[config.mk]
export PLATFORM = sky130hd
export DESIGN_NAME = score_update_arbiter_flat
export DESIGN_NICKNAME = d
export VERILOG_FILES = /design/src/rtl/score_update_arbiter_if.sv /design/src/rtl/score_update_arbiter.sv /design/src/flat_wrapper.sv
export SDC_FILE = /design/constraint.sdc
export NUM_CORES = 1
export LEC_CHECK = 0
export ABC_CLOCK_PERIOD_IN_PS = 1800
export CAP_MARGIN = 10
export CORE_ASPECT_RATIO = 0.9
export CORE_MARGIN = 2
export CORE_UTILIZATION = 43
export DETAILED_ROUTE_END_ITERATION = 7
export PLACE_DENSITY = 0.82
export SYNTH_ARGS = -nofsm -noshare
export SYNTH_HDL_FRONTEND = slang
export SYNTH_SLANG_ARGS = --single-unit
export TNS_END_PERCENT = 20
[constraint.sdc]
create_clock -name clk -period 1.8 [get_ports clk]
set_input_delay 0.27 -clock clk [delete_from_list [all_inputs] [get_ports clk]]
set_output_delay 0.27 -clock clk [all_outputs]
set_load 0.02 [all_outputs]
[src/rtl/score_update_arbiter_if.sv]
// Request, shared-adder and score/status bundle of the scoreboard arbiter.
// slave = arbiter side, master = requester/adder/display side.
interface score_update_arbiter_if;
  logic       clr;
  logic       req_home;
  logic       sub_home;
  logic [1:0] pts_home;
  logic       req_away;
  logic       sub_away;
  logic [1:0] pts_away;
  logic [6:0] add_a;
  logic [1:0] add_b;
  logic       add_cin;
  logic [6:0] add_s;
  logic       add_cout;
  logic [6:0] score_home;
  logic [6:0] score_away;
  logic       ack_home;
  logic       ack_away;
  logic       drop_home;
  logic       drop_away;
  logic       busy;

  modport slave (
    input  clr, req_home, sub_home, pts_home, req_away, sub_away, pts_away,
    input  add_s, add_cout,
    output add_a, add_b, add_cin,
    output score_home, score_away, ack_home, ack_away, drop_home, drop_away, busy
  );

  modport master (
    output clr, req_home, sub_home, pts_home, req_away, sub_away, pts_away,
    output add_s, add_cout,
    input  add_a, add_b, add_cin,
    input  score_home, score_away, ack_home, ack_away, drop_home, drop_away, busy
  );
endinterface

[src/rtl/score_update_arbiter.sv]
// Owns home/away scores, buffers one request per team, round-robins them through one external adder.
// Request to write-back is two cycles; a request hitting a full, non-granted slot is dropped and flagged.
module score_update_arbiter #(
  parameter int unsigned MAX_SCORE = 99
) (
  input  logic                  clk,
  input  logic                  rst,
  score_update_arbiter_if.slave sb_io
);

  typedef enum logic {IDLE, EXEC} state_t;
  typedef enum logic {HOME, AWAY} team_t;

  typedef struct packed {
    logic       vld;
    logic       sub;
    logic [1:0] pts;
  } slot_t;

  localparam logic [6:0] MAX = 7'(MAX_SCORE);

  state_t     state_q, state_d;
  team_t      rr_last_q, rr_last_d;
  team_t      gnt_q, gnt_d;
  slot_t      home_slot_q, home_slot_d;
  slot_t      away_slot_q, away_slot_d;
  logic [6:0] score_home_q, score_home_d;
  logic [6:0] score_away_q, score_away_d;
  logic [6:0] add_a_q, add_a_d;
  logic [1:0] add_b_q, add_b_d;
  logic       add_cin_q, add_cin_d;
  logic       ack_home_q, ack_home_d;
  logic       ack_away_q, ack_away_d;
  logic       drop_home_q, drop_home_d;
  logic       drop_away_q, drop_away_d;

  logic       gnt_home;
  logic       gnt_away;
  logic [6:0] result;

  // On a tie the team that was not served last goes first.
  assign gnt_home = (state_q == IDLE) && home_slot_q.vld &&
                    (!away_slot_q.vld || (rr_last_q == AWAY));
  assign gnt_away = (state_q == IDLE) && away_slot_q.vld && !gnt_home;

  // Subtract runs as A + ~B + 1, so a missing carry-out means a borrow.
  always_comb begin
    result = sb_io.add_s;
    if (add_cin_q) begin
      if (!sb_io.add_cout) result = 7'd0;
    end else if (sb_io.add_cout || (sb_io.add_s > MAX)) begin
      result = MAX;
    end
  end

  always_comb begin
    state_d      = state_q;
    rr_last_d    = rr_last_q;
    gnt_d        = gnt_q;
    home_slot_d  = home_slot_q;
    away_slot_d  = away_slot_q;
    score_home_d = score_home_q;
    score_away_d = score_away_q;
    add_a_d      = add_a_q;
    add_b_d      = add_b_q;
    add_cin_d    = add_cin_q;
    ack_home_d   = 1'b0;
    ack_away_d   = 1'b0;
    drop_home_d  = 1'b0;
    drop_away_d  = 1'b0;

    case (state_q)
      IDLE: begin
        if (gnt_home) begin
          add_a_d         = score_home_q;
          add_b_d         = home_slot_q.pts;
          add_cin_d       = home_slot_q.sub;
          gnt_d           = HOME;
          rr_last_d       = HOME;
          home_slot_d.vld = 1'b0;
          state_d         = EXEC;
        end else if (gnt_away) begin
          add_a_d         = score_away_q;
          add_b_d         = away_slot_q.pts;
          add_cin_d       = away_slot_q.sub;
          gnt_d           = AWAY;
          rr_last_d       = AWAY;
          away_slot_d.vld = 1'b0;
          state_d         = EXEC;
        end
      end
      EXEC: begin
        if (gnt_q == HOME) begin
          score_home_d = result;
          ack_home_d   = 1'b1;
        end else begin
          score_away_d = result;
          ack_away_d   = 1'b1;
        end
        state_d = IDLE;
      end
      default: state_d = IDLE;
    endcase

    // A slot granted on this edge can be refilled on the same edge.
    if (sb_io.req_home) begin
      if (!home_slot_q.vld || gnt_home) begin
        home_slot_d.vld = 1'b1;
        home_slot_d.sub = sb_io.sub_home;
        home_slot_d.pts = sb_io.pts_home;
      end else begin
        drop_home_d = 1'b1;
      end
    end
    if (sb_io.req_away) begin
      if (!away_slot_q.vld || gnt_away) begin
        away_slot_d.vld = 1'b1;
        away_slot_d.sub = sb_io.sub_away;
        away_slot_d.pts = sb_io.pts_away;
      end else begin
        drop_away_d = 1'b1;
      end
    end

    if (sb_io.clr) begin
      state_d      = IDLE;
      rr_last_d    = rr_last_q;
      home_slot_d  = '0;
      away_slot_d  = '0;
      score_home_d = 7'd0;
      score_away_d = 7'd0;
      ack_home_d   = 1'b0;
      ack_away_d   = 1'b0;
      drop_home_d  = 1'b0;
      drop_away_d  = 1'b0;
    end
  end

  always_ff @(posedge clk) begin
    if (rst) begin
      state_q      <= IDLE;
      rr_last_q    <= AWAY;
      gnt_q        <= HOME;
      home_slot_q  <= '0;
      away_slot_q  <= '0;
      score_home_q <= 7'd0;
      score_away_q <= 7'd0;
      add_a_q      <= 7'd0;
      add_b_q      <= 2'd0;
      add_cin_q    <= 1'b0;
      ack_home_q   <= 1'b0;
      ack_away_q   <= 1'b0;
      drop_home_q  <= 1'b0;
      drop_away_q  <= 1'b0;
    end else begin
      state_q      <= state_d;
      rr_last_q    <= rr_last_d;
      gnt_q        <= gnt_d;
      home_slot_q  <= home_slot_d;
      away_slot_q  <= away_slot_d;
      score_home_q <= score_home_d;
      score_away_q <= score_away_d;
      add_a_q      <= add_a_d;
      add_b_q      <= add_b_d;
      add_cin_q    <= add_cin_d;
      ack_home_q   <= ack_home_d;
      ack_away_q   <= ack_away_d;
      drop_home_q  <= drop_home_d;
      drop_away_q  <= drop_away_d;
    end
  end

  assign sb_io.add_a      = add_a_q;
  assign sb_io.add_b      = add_b_q;
  assign sb_io.add_cin    = add_cin_q;
  assign sb_io.score_home = score_home_q;
  assign sb_io.score_away = score_away_q;
  assign sb_io.ack_home   = ack_home_q;
  assign sb_io.ack_away   = ack_away_q;
  assign sb_io.drop_home  = drop_home_q;
  assign sb_io.drop_away  = drop_away_q;
  assign sb_io.busy       = (state_q == EXEC) || home_slot_q.vld || away_slot_q.vld;

endmodule

[src/flat_wrapper.sv]
// flat-port wrapper written by rule: the top's interface ports become plain ports
module score_update_arbiter_flat 
#(
  parameter int unsigned MAX_SCORE = 99
)
  (clk, rst, sb_io_clr, sb_io_req_home, sb_io_sub_home, sb_io_pts_home, sb_io_req_away, sb_io_sub_away, sb_io_pts_away, sb_io_add_s, sb_io_add_cout, sb_io_add_a, sb_io_add_b, sb_io_add_cin, sb_io_score_home, sb_io_score_away, sb_io_ack_home, sb_io_ack_away, sb_io_drop_home, sb_io_drop_away, sb_io_busy);
  score_update_arbiter_if sb_io_i ();
  input  logic clk;
  input  logic rst;
  input wire logic [$bits(sb_io_i.clr)-1:0] sb_io_clr;
  input wire logic [$bits(sb_io_i.req_home)-1:0] sb_io_req_home;
  input wire logic [$bits(sb_io_i.sub_home)-1:0] sb_io_sub_home;
  input wire logic [$bits(sb_io_i.pts_home)-1:0] sb_io_pts_home;
  input wire logic [$bits(sb_io_i.req_away)-1:0] sb_io_req_away;
  input wire logic [$bits(sb_io_i.sub_away)-1:0] sb_io_sub_away;
  input wire logic [$bits(sb_io_i.pts_away)-1:0] sb_io_pts_away;
  input wire logic [$bits(sb_io_i.add_s)-1:0] sb_io_add_s;
  input wire logic [$bits(sb_io_i.add_cout)-1:0] sb_io_add_cout;
  output wire logic [$bits(sb_io_i.add_a)-1:0] sb_io_add_a;
  output wire logic [$bits(sb_io_i.add_b)-1:0] sb_io_add_b;
  output wire logic [$bits(sb_io_i.add_cin)-1:0] sb_io_add_cin;
  output wire logic [$bits(sb_io_i.score_home)-1:0] sb_io_score_home;
  output wire logic [$bits(sb_io_i.score_away)-1:0] sb_io_score_away;
  output wire logic [$bits(sb_io_i.ack_home)-1:0] sb_io_ack_home;
  output wire logic [$bits(sb_io_i.ack_away)-1:0] sb_io_ack_away;
  output wire logic [$bits(sb_io_i.drop_home)-1:0] sb_io_drop_home;
  output wire logic [$bits(sb_io_i.drop_away)-1:0] sb_io_drop_away;
  output wire logic [$bits(sb_io_i.busy)-1:0] sb_io_busy;
  assign sb_io_i.clr = sb_io_clr;
  assign sb_io_i.req_home = sb_io_req_home;
  assign sb_io_i.sub_home = sb_io_sub_home;
  assign sb_io_i.pts_home = sb_io_pts_home;
  assign sb_io_i.req_away = sb_io_req_away;
  assign sb_io_i.sub_away = sb_io_sub_away;
  assign sb_io_i.pts_away = sb_io_pts_away;
  assign sb_io_i.add_s = sb_io_add_s;
  assign sb_io_i.add_cout = sb_io_add_cout;
  assign sb_io_add_a = sb_io_i.add_a;
  assign sb_io_add_b = sb_io_i.add_b;
  assign sb_io_add_cin = sb_io_i.add_cin;
  assign sb_io_score_home = sb_io_i.score_home;
  assign sb_io_score_away = sb_io_i.score_away;
  assign sb_io_ack_home = sb_io_i.ack_home;
  assign sb_io_ack_away = sb_io_i.ack_away;
  assign sb_io_drop_home = sb_io_i.drop_home;
  assign sb_io_drop_away = sb_io_i.drop_away;
  assign sb_io_busy = sb_io_i.busy;
  score_update_arbiter #(.MAX_SCORE(MAX_SCORE)) u_core (.clk(clk), .rst(rst), .sb_io(sb_io_i));
endmodule
==> results.yml, run 1 <==
yosys:
  synth_top_family_by_area: "compound AO/OA/AOI/OAI gates"
  yosys.area_share.xor_xnor_pct: 0
  postSynthAreaPerCell_sq_um: 10.2
  yosys.area_share.simple_pct: 19.5
  synth_mux_area_share_pct: 1.86
  synth-seq-cells: 39
  synthDistinctLibCells: 38
  synth_seq_area_share_pct: 48.4
  async_reset_ff_share_pct: 0
  synth_ff_type: "dfxtp_1"
  yosysWarningCount: 0
  synth_edf_count: 0
  synth_area_sq_mm: 0.00161
  synthAdderAreaFrac_pct: 1.40
  synth_compound_area_share_pct: 24.8
  syn_nets: 178
  syn_inst: 159
route:
  drc: 0
  wire_per_inst_microns: 15.4
  ant_nets: 0
  dr.pass1.iters: 4
  route.vias.total: 1441
  viasPerCell: 5.59
  wl_microns: 3960
  drt_iter0_drc: 117
job:
  drv_cap: 0
finish:
  drive_gt1_share_pct: 12.7
  final_cells: 258
  area_growth_pct: 38.8
  diodes: 0
  postLayoutCellArea_sq_mm: 0.00224
  final_core_util_pct: 61.3
  nNetsFinal: 230
  final_common_cell: "clkdlybuf4s50_1"
  final_cell_mix: "46 x clkdlybuf4s50_1, 38 x dfxtp_1"
critical_path:
  worstPathArrival_ns: 1.38
  regToRegSetupSlack_ns: 0.40
  cp_cell_sequence: "or3_1, dlygate4sd2_1"
  crit_end: "sb_io_busy"
  r2r_start: "u_core.away_slot_q[3]"
  reg2reg_to: "u_core.sb_io.add_a[5]"
  worstPathRequired_ns: 1.53
  endpoint_kind: "output port"
  cp_num_buf_inv: 1
  crit_start: "u_core.home_slot_q[3]"
  reg2reg_depth: 3
  crit_cells: 2
  cp_max_fo: 8
  criticalPathCategory: "reg -> out"
  critPathTopFamily: "flip-flops"
  cp-start-kind: "flop"
  max_stage_delay_ns: 0.39
  cp_slowest_cell: "dfxtp_1"
pwr:
  finalPower_mw: 1.70
  power.leakage_nw: 0.821
  powerDensity_mw_per_mm2: 758
  vdd_drop_max_mv: 0.411
clock_tree:
  cts_hold_buf: 0
  cts_buffers: 5
  cts.sinks: 39
  cts-root-buf: "clkbuf_8"
  clk_path_buf_depth: 2
  post_cts_buffers: 0
  htree_levels: 2
  tritoncts: "yes"
  clk_latency_ns: 0.29
  path_clk_slew_ns: 0.07
sta:
  maxSlewViolCount: 0
  timing.fmax_mhz: 607
  max_slew_margin_pct: 59.3
  setup_viol: 0
  fin_skew_ns: 0.00392
  layout_min_cycle_time_ns: 1.65
  finalSetupTns_ns: 0
  tightest_slew_ns: 0.606
  rsz0062_at_grt: "false"
  finalHoldViolations: 0
  min_period_over_period_pct: 91.6
global_route:
  grt_usage_pct: 20.0
  grt_pass1_vias: 1327
  grt_max_degree: 12
  overflow: 0
  antenna_found_initial: 0
  grt_pass1_wl_microns: 6430
placed_design:
  placed_cell_area_sq_mm: 0.00214
  gp_congestion: 0.808
  dp_hpwl_microns: 2980
  io_buffers: 47
  dp.cells: 250
die:
  design.die.area_sq_mm: 0.00426
  start_util_pct: 44.2
  io-pin-count: 48
  placementRows: 21
  fp.dieH_microns: 62.1
  coreArea_sq_mm: 0.00365
  chipWidth_microns: 68.6
status:
  status: "finished, final reports clean"
min_path:
  hold_path.class: "reg -> reg"
sequential cells by signal, summed over array words and instances, names as in the netlist:
signal and flops:
u_core.sb_io.score_away 7, u_core.state_q 1, u_core.sb_io.add_cin 1, u_core.sb_io.drop_away 1, u_core.sb_io.ack_home 1, u_core.away_slot_q 4, u_core.sb_io.score_home 7, u_core.home_slot_q 4
u_core.rr_last_q 1, u_core.sb_io.ack_away 1, u_core.sb_io.add_a 7, u_core.gnt_q 1, u_core.sb_io.add_b 2, u_core.sb_io.drop_home 1
how the worst min path moves through the flow:
| stage | from | end | depth (start not counted) |
|---|---|---|---|
| global placement | u_core.home_slot_q[1] | u_core.home_slot_q[1] | 2 |
| CTS | u_core.home_slot_q[1] | u_core.home_slot_q[1] | 2 |
| global route | u_core.home_slot_q[0] | u_core.home_slot_q[0] | 2 |
| floorplan | sb_io_clr | u_core.rr_last_q | 2 |
| detailed placement | u_core.home_slot_q[1] | u_core.home_slot_q[1] | 2 |
| finish | u_core.home_slot_q[1] | u_core.home_slot_q[1] | 2 |
kinds of logic (layout without fill, tap and decap cells):
logic type      Yosys count  in the layout
fa+ha+maj                 2              2
buf+inv                  13             66
simple gates             50             50
mux                       3              3
compound gates           52             52
flops                    39             39
per-layer routing:
layer	GRT usage, %	routed length (microns)
met3	4.35	289
met5	0	0
met1	28.0	1700
met4	8.75	78
met2	29.2	1900
where the power goes:
part | internal [mW] | leakage [nW] | switching [mW]
clock | 0.350 | 0.0515 | 0.289
sequential | 0.876 | 0.316 | 0.0124
combinational | 0.0835 | 0.454 | 0.0872
synth_stat cells, types with 2 or more instances:
cell type	number	share of area [%]
dfxtp_1	39	48
a21oi_1	10	3.1
a221o_1	10	6.2
nor2_1	10	2.3
nor3b_1	10	4.7
nand2_1	8	1.9
a32o_1	6	3.7
o211ai_1	6	2.8
o21ai_1	6	1.9
a211oi_1	5	2.3
buf_2	5	1.6
nand2b_1	4	1.6
and2_1	3	1.2
inv_1	3	0.70
mux2i_1	3	1.9
a21boi_0	2	0.93
a2bb2oi_1	2	1.1
and2_4	2	1.1
inv_2	2	0.47
maj3_2	2	1.4
nor2_2	2	0.78
nor2b_1	2	0.78
or3_1	2	0.78
through the flow:
step                      worst slack (ns)  hold WS (ns)
after CTS                           0.0314         0.467
after global routing                 0.115         0.482
after global placement              0.0732         0.449
final                                0.152         0.461
after floorplan                      0.564         0.392
after detailed placement            0.0572         0.458
final cells by class:
class / count / area [sq um]
Tap cell: 46 / 57.6
Timing Repair Buffer: 53 / 514
Multi-Input combinational cell: 107 / 767
Inverter: 5 / 18.8
Clock buffer: 8 / 100
Fill cell: 326 / 1410
Sequential cell: 39 / 782
worst min-delay path: stages (launching register included):
cell and delay, ns:
dfxtp_1 0.31, nand2_1 0.05, mux2i_1 0.05
timing repair:
item	4_1_cts	5_1_grt
hold endpoints to repair	0	0
resized for setup	1	1
endpoints found under the setup margin	1	1
cloned	0	0
(Power assumes the default switching activity.)
==> run 2: changes to the inputs <==
Settings changed: ABC_CLOCK_PERIOD_IN_PS 1800 to 1730, TNS_END_PERCENT 20 to 1.
Clock period 1.8 ns to 1.73 ns, I/O delays scaled along.
==> run 2 against run 1 <==
Effect of this change:
- non-clock buffer count up 4
- highest routed layer unchanged
- largest power group unchanged
- count of clock-buffer cells in the layout is 1 lower
- first-iteration DRC count down 58%
==> results.yml, run 2 (synthesis results as in run 1) <==
min_path:
  hold_depth: 2
  hold_path.class: "reg -> reg"
sta:
  rsz0062_at_grt: "false"
  fin_ws_ns: 0.164
  hold-worst-slack_ns: 0.468
  maxSlewViolCount: 0
  layout_min_cycle_time_ns: 1.57
  max_slew_margin_pct: 62.0
  setup_viol: 0
  finalSetupTns_ns: 0
  finalHoldViolations: 0
  min_period_over_period_pct: 90.5
  timing.fmax_mhz: 639
  fin_skew_ns: 0.00547
  tightest_slew_ns: 0.566
route:
  dr.pass1.iters: 4
  route.vias.total: 1436
  wl_microns: 3820
  ant_nets: 0
  viasPerCell: 5.48
  wire_per_inst_microns: 14.6
  drt_iter0_drc: 49
  drc: 0
global_route:
  grt_max_degree: 12
  grt_usage_pct: 20.1
  overflow: 0
  grt_pass1_vias: 1360
  antenna_found_initial: 0
  grt_pass1_wl_microns: 6460
finish:
  final.fill_count: 328
  final_core_util_pct: 61.6
  final_cell_mix: "46 x clkdlybuf4s50_1, 39 x dfxtp_1"
  ff_latch_area_sq_um: 781
  nNetsFinal: 234
  diodes: 0
  multi_input_area_sq_um: 767
  final_common_cell: "clkdlybuf4s50_1"
  drive_gt1_share_pct: 13.4
  area_growth_pct: 39.4
  postLayoutCellArea_sq_mm: 0.00225
placed_design:
  gp_congestion: 0.782
  placed_cell_area_sq_mm: 0.00217
  dp_hpwl_microns: 2930
  io_buffers: 47
  dp_worst_setup_slack_ns: -0.00916
critical_path:
  crit_end: "sb_io_score_home[4]"
  reg2reg_to: "u_core.sb_io.add_b[1]"
  cp-start-kind: "flop"
  reg2reg_depth: 4
  endpoint_kind: "output port"
  worstPathArrival_ns: 1.31
  cp_num_buf_inv: 1
  max_stage_delay_ns: 0.63
  cp_max_fo: 3
  r2r_start: "u_core.home_slot_q[3]"
  crit_cells: 1
  worstPathRequired_ns: 1.47
  critPathTopFamily: "buffers and inverters"
  crit_start: "u_core.sb_io.score_home[4]"
  cp_slowest_cell: "clkdlybuf4s50_1"
  cp_cell_sequence: "clkdlybuf4s50_1"
  criticalPathCategory: "reg -> out"
  regToRegSetupSlack_ns: 0.36
die:
  coreArea_sq_mm: 0.00365
  io-pin-count: 48
  start_util_pct: 44.2
  chipWidth_microns: 68.6
  placementRows: 21
  fp.dieH_microns: 62.1
  design.die.area_sq_mm: 0.00426
pwr:
  power.leakage_nw: 0.832
  vdd_drop_max_mv: 0.520
  powerDensity_mw_per_mm2: 750
clock_tree:
  cts_buffers: 5
  path_clk_slew_ns: 0.07
  clk_latency_ns: 0.29
  cts.sinks: 39
  cts_hold_buf: 0
  tritoncts: "yes"
  clk_path_buf_depth: 2
  htree_levels: 2
  cts-root-buf: "clkbuf_8"
status:
  status: "finished, final reports clean"
job:
  drv_cap: 0
==> run 2: cell count changes in the layout (fill, tap and decap cells not counted), sizes merged <==
cell	delta
buf	+4
clkbuf	-1
clkinv	+1
==> run 2: repair_timing <==
item / CTS / global route
buffers inserted: 0 / 0
endpoints found under the hold margin: 0 / 0
setup endpoints to repair: 1 / 0
gates resized for setup: 1 / 0
==> run 2: how the worst min path moves through the flow <==
stage	from	to	slack [ns]
global route	u_core.home_slot_q[1]	u_core.home_slot_q[1]	0.48
finish	u_core.home_slot_q[1]	u_core.home_slot_q[1]	0.47
detailed placement	u_core.home_slot_q[0]	u_core.home_slot_q[0]	0.47
CTS	u_core.home_slot_q[1]	u_core.home_slot_q[1]	0.47
floorplan	sb_io_clr	u_core.rr_last_q	0.38
global placement	u_core.home_slot_q[1]	u_core.home_slot_q[1]	0.45
==> run 2: power breakdown <==
part | switching (mW) | internal [mW] | leakage [nW] | total, mW
registers | 0.00939 | 0.911 | 0.315 | 0.920
clock network | 0.298 | 0.283 | 0.0422 | 0.580
logic | 0.0949 | 0.0912 | 0.474 | 0.186
total | 0.402 | 1.28 | 0.832 | 1.69
==> run 2: per-layer routing <==
metal  part of all wire [%]  up-vias  wire [microns]  track usage (%)
met1                     47      686            1790             28.0
met2                     46       37            1770             29.4
met4                    2.1        0              82             8.50
met5                      0        -               0                0
met3                    4.6        9             177             4.53
li1                       -      704               -                -
==> run 2: layout make-up <==
type	instances	share of cell area, %
clock inverters	1	0.222
flip-flops and latches	39	34.7
well taps	46	2.56
inverters	5	0.834
multi-input cells	107	34.1
repair buffers	57	24.2
clock buffers	7	3.39
==> run 2: metrics by stage <==
stage                     total power [mW]  instances
after floorplan                       1.04        159
after global placement                1.12        254
after detailed placement              1.13        254
after CTS                             1.69        262
after global routing                  1.75        262
final                                 1.69        262
